==> config.mk <==
export PLATFORM = sky130hd
export DESIGN_NAME = run_detector_flat
export DESIGN_NICKNAME = d
export VERILOG_FILES = /design/src/rtl/run_det_pkg.sv /design/src/rtl/run_detector_if.sv /design/src/rtl/sat_counter.sv /design/src/rtl/run_detector.sv /design/src/flat_wrapper.sv
export SDC_FILE = /design/constraint.sdc
export NUM_CORES = 1
export LEC_CHECK = 0
export ABC_AREA = 1
export BUFFER_PORTS_ARGS = -buffer_cell sky130_fd_sc_hd__clkbuf_2
export CAP_MARGIN = 5
export CORE_MARGIN = 2
export CORE_UTILIZATION = 57
export CTS_CLUSTER_DIAMETER = 50
export DETAILED_ROUTE_END_ITERATION = 10
export MAX_ROUTING_LAYER = met4
export PLACE_DENSITY = 0.82
export SLEW_MARGIN = 20
export SYNTH_ARGS = -nofsm -noshare
export SYNTH_HDL_FRONTEND = slang
export SYNTH_SLANG_ARGS = --single-unit
export TNS_END_PERCENT = 30
==> constraint.sdc <==
create_clock -name Clk -period 2.53 [get_ports Clk]
set_input_delay 0.253 -clock Clk [delete_from_list [all_inputs] [get_ports Clk]]
set_output_delay 0.253 -clock Clk [all_outputs]
set_load 0.02 [all_outputs]
==> src/rtl/run_det_pkg.sv <==
// Shared types and width helpers for the run detector.
package run_det_pkg;

  typedef enum logic {
    IDLE = 1'b0,
    RUN  = 1'b1
  } state_e;

  // Bits needed to hold the values 0..max_val.
  function automatic int unsigned width_for(input int unsigned max_val);
    return $clog2(max_val + 1);
  endfunction

endpackage

==> src/rtl/run_detector_if.sv <==
// Serial-bit and result signals of the run detector.
interface run_detector_if #(
  parameter int unsigned LEN_W = 3,
  parameter int unsigned CNT_W = 8
);

  logic             w;
  logic             en;
  logic             mode;
  logic             clr;
  logic             z;
  logic             z_bit;
  logic [LEN_W-1:0] run_len;
  logic [CNT_W-1:0] match_count;

  modport master (
    output w, en, mode, clr,
    input  z, z_bit, run_len, match_count
  );

  modport slave (
    input  w, en, mode, clr,
    output z, z_bit, run_len, match_count
  );

endinterface

==> src/rtl/sat_counter.sv <==
// Saturating up-counter with synchronous clear that overrides increment.
module sat_counter #(
  parameter int unsigned W = 8
) (
  input  logic         clk,
  input  logic         rst_n,
  input  logic         inc,
  input  logic         clr,
  output logic [W-1:0] count
);

  always_ff @(posedge clk or negedge rst_n) begin
    if (!rst_n) begin
      count <= '0;
    end else if (clr) begin
      count <= '0;
    end else if (inc && (count != {W{1'b1}})) begin
      count <= count + W'(1);
    end
  end

endmodule

==> src/rtl/run_detector.sv <==
// Detects runs of RUN_LEN equal serial bits, with overlap/non-overlap
// restart and a saturating match counter.
module run_detector
  import run_det_pkg::*;
#(
  parameter int unsigned RUN_LEN = 4,
  parameter int unsigned CNT_W   = 8
) (
  input logic          Clk,
  input logic          Resetn,
  run_detector_if.slave bus
);

  localparam int unsigned LEN_W = width_for(RUN_LEN);
  localparam logic [LEN_W-1:0] FULL = LEN_W'(RUN_LEN);
  localparam logic [LEN_W-1:0] ONE  = LEN_W'(1);

  state_e           state_q, state_d;
  logic             bit_q, bit_d;
  logic [LEN_W-1:0] len_q, len_d;
  logic             match_inc;
  logic [CNT_W-1:0] count;

  always_ff @(posedge Clk or negedge Resetn) begin
    if (!Resetn) begin
      state_q <= IDLE;
      bit_q   <= 1'b0;
      len_q   <= '0;
    end else begin
      state_q <= state_d;
      bit_q   <= bit_d;
      len_q   <= len_d;
    end
  end

  // Next run state; a full run either holds (overlap) or restarts at 1.
  always_comb begin
    state_d   = state_q;
    bit_d     = bit_q;
    len_d     = len_q;
    match_inc = 1'b0;
    if (bus.en) begin
      case (state_q)
        IDLE: begin
          state_d = RUN;
          bit_d   = bus.w;
          len_d   = ONE;
        end
        RUN: begin
          if (bus.w != bit_q) begin
            bit_d = bus.w;
            len_d = ONE;
          end else if (len_q != FULL) begin
            len_d = len_q + ONE;
          end else if (!bus.mode) begin
            len_d = ONE;
          end
        end
        default: begin
          state_d = IDLE;
          len_d   = '0;
        end
      endcase
      match_inc = (len_d == FULL) && (len_q != FULL);
    end
  end

  sat_counter #(
    .W(CNT_W)
  ) u_match_cnt (
    .clk   (Clk),
    .rst_n (Resetn),
    .inc   (match_inc),
    .clr   (bus.clr),
    .count (count)
  );

  assign bus.z           = (state_q == RUN) && (len_q == FULL);
  assign bus.z_bit       = bit_q;
  assign bus.run_len     = len_q;
  assign bus.match_count = count;

endmodule

==> src/flat_wrapper.sv <==
// flat-port wrapper written by rule: the top's interface ports become plain ports
module run_detector_flat import run_det_pkg::*;
#(
  parameter int unsigned RUN_LEN = 4,
  parameter int unsigned CNT_W   = 8
)
  (Clk, Resetn, bus_w, bus_en, bus_mode, bus_clr, bus_z, bus_z_bit, bus_run_len, bus_match_count);
  run_detector_if #(.LEN_W((width_for((4)))), .CNT_W(CNT_W)) bus_i ();
  input logic Clk;
  input logic Resetn;
  input wire logic [$bits(bus_i.w)-1:0] bus_w;
  input wire logic [$bits(bus_i.en)-1:0] bus_en;
  input wire logic [$bits(bus_i.mode)-1:0] bus_mode;
  input wire logic [$bits(bus_i.clr)-1:0] bus_clr;
  output wire logic [$bits(bus_i.z)-1:0] bus_z;
  output wire logic [$bits(bus_i.z_bit)-1:0] bus_z_bit;
  output wire logic [$bits(bus_i.run_len)-1:0] bus_run_len;
  output wire logic [$bits(bus_i.match_count)-1:0] bus_match_count;
  assign bus_i.w = bus_w;
  assign bus_i.en = bus_en;
  assign bus_i.mode = bus_mode;
  assign bus_i.clr = bus_clr;
  assign bus_z = bus_i.z;
  assign bus_z_bit = bus_i.z_bit;
  assign bus_run_len = bus_i.run_len;
  assign bus_match_count = bus_i.match_count;
  run_detector #(.RUN_LEN(RUN_LEN), .CNT_W(CNT_W)) u_core (.Clk(Clk), .Resetn(Resetn), .bus(bus_i));
endmodule
==> results of run 1 <==
==> worst max path at each step <==
stage	slack, ns	cells past startpoint	from	endpoint
floorplan	0.89	8	u_core.bus.run_len[0]	u_core.u_match_cnt.count[3]
global placement	0.94	8	u_core.bus.run_len[0]	u_core.u_match_cnt.count[6]
detailed placement	0.86	8	u_core.bus.run_len[0]	u_core.u_match_cnt.count[2]
CTS	0.84	8	u_core.bus.run_len[0]	u_core.u_match_cnt.count[2]
global route	0.71	8	u_core.bus.run_len[0]	u_core.u_match_cnt.count[6]
finish	0.85	8	u_core.bus.run_len[0]	u_core.u_match_cnt.count[2]
==> layout by cell type (no fill, tap or decap), drive strengths merged <==
cell type | Yosys | layout
nor2 | 14 | 14
nand2 | 34 | 34
ha | 3 | 3
a21oi | 1 | 1
xnor2 | 1 | 1
nor3 | 1 | 1
nand4 | 10 | 10
dfrtp | 13 | 13
nand3 | 14 | 14
o21ai | 4 | 4
clkbuf | 0 | 22
inv | 22 | 22
a31oi | 1 | 1
xor2 | 2 | 2
dlygate4sd3 | 0 | 1
==> layout make-up <==
cell class | count | area, sq um | area share, %
Clock buffer | 4 | 26.28 | 2.494
Inverter | 22 | 82.58 | 7.838
Multi-Input combinational cell | 85 | 499.2 | 47.39
Sequential cell | 13 | 325.3 | 30.88
Tap cell | 16 | 20.02 | 1.900
Timing Repair Buffer | 19 | 100.1 | 9.501
==> flip-flops by register name (all words and copies together), names as in the netlist <==
| register | count |
|---|---|
| u_core.state_q | 1 |
| u_core.u_match_cnt.count | 8 |
| u_core.bus.z_bit | 1 |
| u_core.bus.run_len | 3 |
==> power by group through the flow <==
stage	combinational (mW)	sequential, mW	clock (mW)
final	0.219	0.244	0.128
after global routing	0.246	0.249	0.139
after global placement	0.216	0.248	0
after floorplan	0.151	0.268	0
after CTS	0.221	0.245	0.132
after detailed placement	0.219	0.249	0
==> routing by layer <==
layer / part of all wire, % / wire length, um / vias up
li1: - / - / 436
met4: 0 / 0 / 0
met1: 51 / 881 / 365
met3: 2.9 / 51 / 0
met2: 46 / 807 / 12
met5: 0 / 0 / -
==> kinds of logic after synthesis <==
family          count (synthesis)  share of synthesized area, %
xor+xnor                        3                         2.881
simple gates                   73                         44.31
compound gates                  6                         3.428
fa+ha+maj                       3                         4.116
flops                          13                         35.67
buf+inv                        23                         9.602
==> what timing repair did <==
item	CTS	global route
endpoints found under the setup margin	0	0
hold endpoints to repair	13	0
hold buffers	1	0
gates resized for setup	0	0
==> critical path: cells and delay by family, from the launching register on <==
| family | cells | cell delay [ns] |
|---|---|---|
| adders and majority gates | 1 | 0.21 |
| buffers and inverters | 1 | 0.08 |
| DFF | 1 | 0.43 |
| and+or+nand+nor | 6 | 0.85 |
==> impl_summary.log, run 1 <==
[metrics] proportion of total power due to net switching: around 40%
[metrics] Yosys reg bits: 13
[metrics] met2 usage in global routing: 35.29%
[metrics] part of the total power dissipated in combinational logic: between 30% and 40%
[metrics] worst r2r dst: u_core.u_match_cnt.count[2]
[metrics] Ports: 19
[metrics] Period Utilization, post-route: around two thirds
[metrics] Crit Path Max Fanout: 9
[metrics] number of antenna diodes: 0
[metrics] Reg power frac: between 40% and 50%
[metrics] number of synthesized flops with an enable pin: 0
[metrics] width of the chip: between 40 and 50 um
[metrics] Setup Fix Bufs, Post-CTS: 0
[metrics] Cell Area, Synth: about 910 sq um
[metrics] Critical R2R Launch: u_core.bus.run_len[0]
[metrics] crit path time final: ~1.7 ns
[metrics] Worst R2R Setup Slack: approximately 0.85 ns
[metrics] end point of the most critical hold path: u_core.bus.z_bit
[metrics] Max clock buf depth: 2
[metrics] final hold violation count: 0
[metrics] largest stage delay on the critical path: about 0.43 ns
[metrics] per-instance average area after synthesis: between 7 and 8 sq um
[metrics] Clock H-tree levels: 1
[metrics] type of the tightest min-delay check: input port to flop
[metrics] required time reported for the critical path endpoint: about 2.7 ns
[metrics] library cell occupying the most area in the post-synthesis netlist: dfrtp_1
[metrics] Hold Path Cell Cnt: 3
[metrics] LEAKAGE: around 0.65 nW
[metrics] final HPWL from detailed placement: between 1000 and 1500 um
[metrics] placed standard-cell area: 0.001017 sq mm
[metrics] clock tree root buffer cell: clkbuf_4
[metrics] layer with the highest usage: met2
[metrics] total CTS buffers: 3
[metrics] Vert. Die Dim: 44 um
[metrics] switching power summed over all nets: roughly 0.23 mW
[metrics] Port Buffer Count: 18
[metrics] post-route antenna net violation count: 0
[metrics] GRT met3 Usage: under 10%
[metrics] max_cap viols: 0
[metrics] starting utilization of the core area: just over 60%
[metrics] total instance count after detailed placement: between 150 and 200
[metrics] final routed wirelength across all metal layers: roughly 1700 um
[metrics] endpoint kind of the worst setup timing path: flop
[metrics] startpoint of the tightest hold check path: bus_w
[metrics] # DRC: 0
[metrics] Remaining Overflow, GRT: 0
[metrics] unrepaired setup endpoints after global routing: no
[metrics] internal power of the cells: approximately 0.36 mW
[metrics] worst-path cell chain: inv_1 > ha_1 > nand2_2 > nand4_1 > nor2_8 > nand2_4 > nand3_1 > nand2_1
[metrics] area growth from synthesis to final layout: 15.50%
[metrics] setup clock skew after layout: between 0.003 and 0.004 ns
[metrics] Placement Setup Slack: between 0.8 and 0.9 ns
[metrics] core region area: between 0.0015 and 0.002 sq mm
[metrics] maximum number of pins on one net before global-route repair: 17
[metrics] number of cells on the worst reg-to-reg path: 8
[metrics] Final Max Tran Viols: 0
[metrics] Arr. time, crit path: roughly 1.8 ns
[metrics] critical path class: flop to flop
[metrics] initial antenna violation count: 0
[metrics] post-synthesis cell count: between 100 and 150
[metrics] Hold WS: 0.2659 ns
[metrics] via count of the first global-routing pass: about 760
[metrics] CP Launch Type: flop
[metrics] Final Core Density: between 60% and 70%
[metrics] CTS sink cnt: 13
[metrics] sequential fraction of the synthesis area: ~36%
[metrics] global-route wire length before repair: between 3000 and 4000 um
[metrics] portion of synthesized cell area occupied by the leading cell type: between 30% and 40%
[metrics] number of nets in the finished design: ~150
[metrics] Total Power Consumption: ~0.6 mW
[metrics] wire per inst: around 11 um
[metrics] number of synthesis warnings: 0
[metrics] violation count after the first detailed-routing iteration: 19
[metrics] TNS Setup: 0 ns
[metrics] die footprint: between 0.0015 and 0.002 sq mm
[metrics] Non-Filler Cell Area, Final: approximately 0.0011 sq mm
[metrics] number of placement rows: 14
[metrics] net count of the mapped netlist: 130
[metrics] Max rail drop VDD: about 410 uV
[metrics] Post-synth ARST share: 100.0%
[metrics] final setup violation count: 0
[metrics] highest attainable clock frequency: 596.3 MHz
[metrics] layout cells sized above 1: between 20% and 30%
[metrics] non-filler instance count after layout: 159
[metrics] clock latency reported for the late side of the worst-skew pair: ~0.27 ns
[metrics] 1st-pass router iterations: 4
[metrics] total power divided by cell area: approximately 560 mW/mm^2
[metrics] fill cell count: about 130
[metrics] most frequently used cell type in the post-synthesis netlist: nand2_1
[metrics] global placement routability congestion: around 0.84
[metrics] dominant cells by area after synthesis: dfrtp_1 (36%), nand2_1 (13%), nand3_1 (7.1%), inv_1 (7.0%), nand4_1 (6.9%)
[metrics] TritonCTS clock tree: done
[metrics] relative slew slack: a little under three quarters
[metrics] number of distinct standard cells referenced by the synthesized netlist: 22
[metrics] transition time of the tightest slew-check pin: 0.4316 ns
[metrics] GR Layer Usage met1: 30.45%
[metrics] GRT Util Overall: 22.82%
[metrics] most frequent cells after synthesis: nand2_1 (31), inv_1 (17), dfrtp_1 (13), nand3_1 (13), nand4_1 (10)
[metrics] ys flop type: dfrtp_1
[metrics] detailed-route vias per instance: between 5 and 6
[metrics] clock network power share: around 22%
[metrics] Max stage delay cell, worst path: dfrtp_1
[metrics] outcome: finished, final reports clean
[metrics] clock slew at the register clock pins of the worst setup and hold paths: 0.08 ns
[metrics] worst path setup slack after routing: 0.8529 ns
[metrics] vias: roughly 810
Power figures use the tool's default switching activity.
==> run 2: changes to the inputs <==
- ABC_AREA: 1 -> 0
- CORE_UTILIZATION: 57 -> 51
- PLACE_DENSITY: 0.82 -> 0.75
- clock period: 2.53 -> 1.6 ns (I/O delays scaled with it)
==> run 2 against run 1 <==
The flow now finishes with violations (setup timing). Fmax decreased by 7.7%. Highest routed layer is now met4. Register-to-register slack got worse by 1.1 ns. Critical path depth unchanged. Sequential cell count unchanged. Die area increased by 0.66%. First-iteration DRC count decreased by 79%. Largest cell class unchanged. Routed wire length decreased by 8.1%. Synthesized cell count decreased by 40%. Combinational power increased by 77%.
==> impl_summary.log, run 2 <==
[metrics] violations in the final reports: setup timing
[metrics] register area: 330.3 sq um (was 325.3 sq um)
[metrics] endpoint kind of the worst setup timing path: flop (unchanged)
[metrics] library cell occupying the most area in the post-synthesis netlist: dfrtp_1 (unchanged)
[metrics] vias: 662 (was 813)
[metrics] Arr. time, crit path: 1.98 ns (was 1.84 ns)
[metrics] number of nets in the finished design: 117 (was 153)
[metrics] setup clock skew after layout: 0.004150 ns (was 0.003209 ns)
[metrics] gate family responsible for the most delay along the worst path: simple AND/OR/NAND/NOR gates (unchanged)
[metrics] 1st-pass router iterations: 2 (was 4)
[metrics] LEAKAGE: 0.4871 nW (was 0.6452 nW)
[metrics] # DRC: 0 (unchanged)
[metrics] part of the total power dissipated in combinational logic: 39.6% (was 37.0%)
[metrics] Clock H-tree levels: 1 (unchanged)
[metrics] initial antenna violation count: 0 (unchanged)
[metrics] outcome: complete, but fails checks (was finished, final reports clean)
[metrics] Remaining Overflow, GRT: 0 (unchanged)
[metrics] dominant cells by area after synthesis: dfrtp_1 (40%), xnor2_1 (5.3%), ha_1 (4.6%), nor2_1 (4.1%), nor4b_2 (3.7%) (was dfrtp_1 (36%), nand2_1 (13%), nand3_1 (7.1%), inv_1 (7.0%), nand4_1 (6.9%))
[metrics] number of flip-flops under the largest register name: 8 (unchanged)
[metrics] clock tree root buffer cell: clkbuf_4 (unchanged)
[metrics] Vert. Die Dim: 44.15 um (was 44 um)
[metrics] relative slew slack: 77.19% (was 71.20%)
[metrics] proportion of total power due to net switching: 34.98% (was 39.67%)
[metrics] detailed-route vias per instance: 5.382 (was 5.113)
[metrics] number of synthesized flops with an enable pin: 0 (unchanged)
[metrics] Ports: 19 (unchanged)
[metrics] number of synthesis warnings: 0 (unchanged)
[metrics] internal power of the cells: 0.6369 mW (was 0.3563 mW)
[metrics] die footprint: 0.001949 sq mm (was 0.001936 sq mm)
[metrics] CP Launch Type: flop (unchanged)
[metrics] unrepaired setup endpoints after global routing: yes (was no)
[metrics] Final Max Tran Viols: 0 (unchanged)
[metrics] clock latency reported for the late side of the worst-skew pair: 0.28 ns (was 0.27 ns)
[metrics] net count of the mapped netlist: 82 (was 130)
[metrics] final routed wirelength across all metal layers: 1599 um (was 1740 um)
[metrics] Reg power frac: 39.3% (was 41.4%)
[metrics] violation count after the first detailed-routing iteration: 4 (was 19)
[metrics] largest stage delay on the critical path: 0.43 ns (about the same)
[metrics] final hold violation count: 0 (unchanged)
[metrics] final setup violation count: 8 (was 0)
[metrics] core region area: 0.001506 sq mm (unchanged)
[metrics] Port Buffer Count: 18 (unchanged)
[metrics] most frequent cells after synthesis: dfrtp_1 (13), nor2_1 (9), xnor2_1 (5) (was nand2_1 (31), inv_1 (17), dfrtp_1 (13), nand3_1 (13), nand4_1 (10))
[metrics] transition time of the tightest slew-check pin: 0.3410 ns (was 0.4316 ns)
[metrics] clock network power share: 21.1% (was 21.6%)
[metrics] number of antenna diodes: 0 (unchanged)
[metrics] per-instance average area after synthesis: 11.26 sq um (was 7.538 sq um)
[metrics] worst path setup slack after routing: -0.2164 ns (was 0.8529 ns)
[metrics] post-synthesis cell count: 73 (was 121)
[metrics] register with the highest flop count: u_core.u_match_cnt.count (unchanged)
[metrics] crit path time final: 1.816 ns (was 1.677 ns)
[metrics] sequential fraction of the synthesis area: 39.57% (was 35.67%)
[metrics] ys flop type: dfrtp_1 (unchanged)
[metrics] worst path bufs/invs: 2 (was 1)
[metrics] area growth from synthesis to final layout: 36.53% (was 15.50%)
[metrics] most frequently used cell type in the post-synthesis netlist: dfrtp_1 (was nand2_1)
[metrics] worst-path cell chain: inv_2 > ha_4 > and2b_2 > nand4_4 > buf_4 > nor4_4 > xnor2_1 > nor2_1 (was inv_1 > ha_1 > nand2_2 > nand4_1 > nor2_8 > nand2_4 > nand3_1 > nand2_1)
[metrics] Max stage delay cell, worst path: dfrtp_2 (was dfrtp_1)
[metrics] global placement routability congestion: 0.8523 (was 0.8434)
[metrics] max_cap viols: 0 (unchanged)
[metrics] CTS sink cnt: 13 (unchanged)
[metrics] clock slew at the register clock pins of the worst setup and hold paths: 0.08 ns (about the same)
[metrics] post-route antenna net violation count: 0 (unchanged)
[metrics] TritonCTS clock tree: done (unchanged)
[metrics] TNS Setup: -1.366 ns (was 0 ns)
[metrics] critical path class: flop to flop (unchanged)
[metrics] highest attainable clock frequency: 550.5 MHz (was 596.3 MHz)
[metrics] Cell Area, Synth: 822.0 sq um (was 912.1 sq um)
[metrics] final HPWL from detailed placement: 1244 um (was 1369 um)
[metrics] wire per inst: 13.00 um (was 10.94 um)
[metrics] maximum number of pins on one net before global-route repair: 14 (was 17)
[metrics] portion of synthesized cell area occupied by the leading cell type: 39.57% (was 35.67%)
[metrics] Post-synth ARST share: 100.0% (unchanged)
[metrics] number of placement rows: 14 (unchanged)
[metrics] type of the tightest min-delay check: input port to flop (unchanged)
[metrics] via count of the first global-routing pass: 640 (was 756)
[metrics] Hold WS: 0.1602 ns (was 0.2659 ns)
[metrics] Crit Path Max Fanout: 4 (was 9)
[metrics] global-route wire length before repair: 2842 um (was 3139 um)
[metrics] fill cell count: 109 (was 127)
[metrics] Yosys reg bits: 13 (unchanged)
[metrics] width of the chip: 44.15 um (was 44 um)
[metrics] area taken by multi-input logic gates: 520.5 sq um (was 499.2 sq um)
[metrics] leading cell type in the layout, fill and taps excluded: clkbuf_2 (was nand2_1)
[metrics] total power divided by cell area: 872.7 mW/mm^2 (was 560.6 mW/mm^2)
[metrics] Max rail drop VDD: 581.4 uV (was 406.1 uV)
[metrics] Period Utilization, post-route: 113.5% (was 66.29%)
[metrics] total CTS buffers: 3 (unchanged)
[metrics] switching power summed over all nets: 0.3426 mW (was 0.2343 mW)
[metrics] GRT Util Overall: 21.31% (was 22.82%)
[metrics] number of distinct standard cells referenced by the synthesized netlist: 34 (was 22)
[metrics] layout cells sized above 1: 54.21% (was 25.17%)
[metrics] required time reported for the critical path endpoint: 1.77 ns (was 2.69 ns)
[metrics] Max clock buf depth: 2 (unchanged)
[metrics] starting utilization of the core area: 54.57% (was 60.55%)
[metrics] most used cells in the layout excluding fill and tap cells: clkbuf_2 (18), buf_4 (11), nor2_1 (9), dfrtp_1 (9), xnor2_1 (5) (was nand2_1 (31), clkbuf_2 (18), inv_1 (17))
## run 2: what timing repair did
| action | CTS | global route |
|---|---|---|
| pin swaps | 3 | 3 |
| setup endpoints to repair | 8 | 8 |
| setup buffers | 1 | 0 |
| gates resized for setup | 5 | 2 |
| hold buffers | 1 | 0 |
| hold endpoints to repair | 13 | 0 |
## run 2: layer usage
layer / vias up / track usage [%] / part of all wire (%)
li1: 325 / - / -
met1: 320 / 28.35 / 49
met2: 13 / 31.18 / 46
met3: 4 / 3.673 / 3.0
met4: 0 / 10.91 / 1.3
met5: - / - / 0
## run 2: worst paths after layout
check / startpoint / to / slack, ns / depth (start not counted)
hold reg to reg: u_core.bus.z_bit / u_core.bus.z_bit / 0.60 / 1
hold / removal: bus_w / u_core.bus.z_bit / 0.16 / 2
setup / recovery: u_core.bus.run_len[0] / u_core.u_match_cnt.count[5] / -0.22 / 8
min in group asynchronous: Resetn / u_core.bus.z_bit / 0.30 / 2
max in group asynchronous: Resetn / u_core.u_match_cnt.count[1] / 1.03 / 2
setup reg to reg: u_core.bus.run_len[0] / u_core.u_match_cnt.count[5] / -0.22 / 8
## run 2: layout make-up
cell class	count	area share, %
inverter	3	1.003
sequential	13	29.43
multi-input combinational	55	46.38
timing repair buffer	32	19.06
tap	16	1.784
clock buffer	4	2.341
## run 2: cell families (layout without fill, tap and decap cells)
group | count (synthesis) | count (layout) | share of synthesized area (%)
simple gates | 36 | 36 | 33.03
flops | 13 | 13 | 39.57
compound gates | 7 | 7 | 8.067
xor+xnor | 6 | 6 | 7.306
buf+inv | 5 | 39 | 3.653
fa+ha+maj | 3 | 3 | 4.567
mux | 3 | 3 | 3.805
## run 2: power groups by stage
stage               Sequential, mW  Combinational [mW]  Clock, mW
floorplan                    0.421               0.183          0
global placement             0.389               0.320          0
detailed placement           0.391               0.329          0
CTS                          0.385               0.379      0.210
global route                 0.389               0.422      0.225
finish                       0.385               0.388      0.207
## run 2: through the flow
| step | instance area, sq um | setup WS (ns) | power [mW] | util, % | cells |
|---|---|---|---|---|---|
| after detailed placement | 1021 | -0.2097 | 0.7203 | 67.77 | 117 |
| after global placement | 1021 | -0.1926 | 0.7098 | 67.77 | 117 |
| after floorplan | 839.6 | -0.2247 | 0.6039 | - | 73 |
| after global routing | 1122 | -0.2981 | 1.037 | 74.50 | 123 |
| after CTS | 1110 | -0.2197 | 0.9743 | 73.67 | 123 |
| final | 1122 | -0.2164 | 0.9795 | 74.50 | 123 |
==> run 3: changes to the inputs <==
- CORE_UTILIZATION: 51 -> 30
- GPL_ROUTABILITY_DRIVEN: unset -> 0
- PLACE_DENSITY: 0.75 -> 0.49
- TNS_END_PERCENT: 30 -> 50
==> run 3 against run 2 <==
The flow still finishes with violations (setup timing). Worst hold slack better by 0.0087 ns. Utilization is 30 points lower. Sequential cell count stayed put. Routed wire length is 9.0% higher. Clock skew is 0.0017 ns higher. Via count is 2.3% higher. Largest cell class unchanged. Largest power group is now sequential cells.
==> impl_summary.log, run 3 (same netlist as run 2, synthesis figures left out) <==
[metrics] Max rail drop VDD: 507.8 uV (was 581.4 uV)
[metrics] clock tree root buffer cell: clkbuf_4 (unchanged)
[metrics] via count of the first global-routing pass: 665 (was 640)
[metrics] Ports: 19 (unchanged)
[metrics] final setup violation count: 8 (unchanged)
[metrics] Total Power Consumption: 0.9559 mW (was 0.9795 mW)
[metrics] number of cells on the worst reg-to-reg path: 7 (was 8)
[metrics] Arr. time, crit path: 2.01 ns (was 1.98 ns)
[metrics] Crit Path Max Fanout: 6 (was 4)
[metrics] endpoint kind of the worst setup timing path: flop (unchanged)
[metrics] number of nets in the finished design: 121 (was 117)
[metrics] Final Core Density: 44.44% (was 74.50%)
[metrics] Clock H-tree levels: 1 (unchanged)
[metrics] max_cap viols: 0 (unchanged)
[metrics] Hold WS: 0.1689 ns (was 0.1602 ns)
[metrics] register area: 330.3 sq um (unchanged)
[metrics] clock latency reported for the late side of the worst-skew pair: 0.28 ns (about the same)
[metrics] LEAKAGE: 0.5043 nW (was 0.4871 nW)
[metrics] global-route wire length before repair: 3042 um (was 2842 um)
[metrics] total CTS buffers: 3 (unchanged)
[metrics] fill cell count: 267 (was 109)
[metrics] violations in the final reports: setup timing (unchanged)
[metrics] final routed wirelength across all metal layers: 1743 um (was 1599 um)
[metrics] wire per inst: 12.36 um (was 13.00 um)
[metrics] CTS sink cnt: 13 (unchanged)
[metrics] number of flip-flops under the largest register name: 8 (unchanged)
[metrics] register with the highest flop count: u_core.u_match_cnt.count (unchanged)
[metrics] Final Max Tran Viols: 0 (unchanged)
[metrics] number of antenna diodes: 0 (unchanged)
[metrics] layout cells sized above 1: 54.95% (was 54.21%)
[metrics] Remaining Overflow, GRT: 0 (unchanged)
[metrics] detailed-route vias per instance: 4.801 (was 5.382)
[metrics] area taken by multi-input logic gates: 494.2 sq um (was 520.5 sq um)
[metrics] # DRC: 0 (unchanged)
[metrics] transition time of the tightest slew-check pin: 0.4330 ns (was 0.3410 ns)
[metrics] most used cells in the layout excluding fill and tap cells: clkbuf_2 (18), buf_4 (16), nor2_1 (9), dfrtp_1 (9), xnor2_1 (5) (was clkbuf_2 (18), buf_4 (11), nor2_1 (9), dfrtp_1 (9), xnor2_1 (5))
[metrics] starting utilization of the core area: 32.30% (was 54.57%)
[metrics] unrepaired setup endpoints after global routing: yes (unchanged)
[metrics] CP Launch Type: flop (unchanged)
[metrics] number of placement rows: 18 (was 14)
[metrics] required time reported for the critical path endpoint: 1.78 ns (was 1.77 ns)
[metrics] Port Buffer Count: 18 (unchanged)
[metrics] Hold Path Cell Cnt: 2 (unchanged)
[metrics] total power divided by cell area: 845.1 mW/mm^2 (was 872.7 mW/mm^2)
[metrics] final HPWL from detailed placement: 1354 um (was 1244 um)
[metrics] Max clock buf depth: 2 (unchanged)
[metrics] relative slew slack: 71.04% (was 77.19%)
[metrics] type of the tightest min-delay check: input port to flop (unchanged)
[metrics] 1st-pass router iterations: 4 (was 2)
[metrics] vias: 677 (was 662)
[metrics] die footprint: 0.003175 sq mm (was 0.001949 sq mm)
[metrics] highest attainable clock frequency: 544.3 MHz (was 550.5 MHz)
[metrics] violation count after the first detailed-routing iteration: 10 (was 4)
[metrics] area growth from synthesis to final layout: 37.59% (was 36.53%)
[metrics] outcome: complete, but fails checks (unchanged)
[metrics] initial antenna violation count: 0 (unchanged)
[metrics] maximum number of pins on one net before global-route repair: 14 (unchanged)
[metrics] GRT Util Overall: 12.38% (was 21.31%)
[metrics] clock slew at the register clock pins of the worst setup and hold paths: 0.08 ns (about the same)
[metrics] TritonCTS clock tree: done (unchanged)
[metrics] setup clock skew after layout: 0.005863 ns (was 0.004150 ns)
[metrics] Period Utilization, post-route: 114.8% (was 113.5%)
[metrics] width of the chip: 56.35 um (was 44.15 um)
[metrics] critical path class: flop to flop (unchanged)
[metrics] leading cell type in the layout, fill and taps excluded: clkbuf_2 (unchanged)
[metrics] worst path setup slack after routing: -0.2372 ns (was -0.2164 ns)
[metrics] Vert. Die Dim: 56.35 um (was 44.15 um)
[metrics] crit path time final: 1.837 ns (was 1.816 ns)
[metrics] core region area: 0.002545 sq mm (was 0.001506 sq mm)
[metrics] post-route antenna net violation count: 0 (unchanged)
[metrics] final hold violation count: 0 (unchanged)
## run 3: where the power goes
part	internal, mW	total (mW)	switching [mW]
logic	0.176	0.371	0.195
clock network	0.0967	0.205	0.109
registers	0.355	0.379	0.0245
total	0.627	0.956	0.329
## run 3: repair_timing
action                                  CTS  global route
hold buffers                              1             0
endpoints found under the setup margin    8             9
resized for setup                         2             1
setup buffers                             2             1
hold endpoints to repair                 13             0
pin swaps                                 5             1
gates cloned                              0             0
## run 3: final cells by class
type	count	share of cell area (%)
clock buffers	4	2.323
inverters	3	0.9956
well taps	30	3.319
multi-input cells	55	43.69
repair buffers	36	20.46
flip-flops and latches	13	29.20
## run 3: worst paths after layout
| check | start | endpoint | slack [ns] |
|---|---|---|---|
| worst min register to register | u_core.bus.run_len[2] | u_core.bus.run_len[2] | 0.58 |
| max in group asynchronous | Resetn | u_core.bus.run_len[0] | 1.01 |
| worst max register to register | u_core.bus.run_len[0] | u_core.u_match_cnt.count[7] | -0.24 |
| min in group asynchronous | Resetn | u_core.u_match_cnt.count[3] | 0.31 |
| worst min-delay path | bus_w | u_core.bus.z_bit | 0.17 |
| worst max-delay path | u_core.bus.run_len[0] | u_core.u_match_cnt.count[7] | -0.24 |
## run 3: metrics by stage
stage	setup WS, ns	cells	area (sq um)	setup TNS (ns)
2_1_floorplan	-0.2247	73	839.6	-1.023
3_3_place_gp	-0.2033	133	1054	-1.053
3_5_place_dp	-0.2548	133	1054	-1.292
4_1_cts	-0.2336	140	1120	-1.330
5_1_grt	-0.3240	141	1131	-2.083
6_report	-0.2372	141	1131	-1.311
## run 3: worst max-delay path, cell delays in order, from the launching register on
cell and delay [ns]:
dfrtp_2 0.43, inv_2 0.08, ha_4 0.19, and2b_2 0.22, nand4_4 0.15, nor4b_4 0.37
a21oi_1 0.11, a31o_1 0.19
## run 3: per-layer routing
layer / up-vias / track usage, % / wire, um
met2: 18 / 19.50 / 848
met1: 321 / 15.63 / 784
met4: 0 / 5.102 / 30
met5: - / - / 0
met3: 4 / 2.304 / 80
li1: 334 / - / -
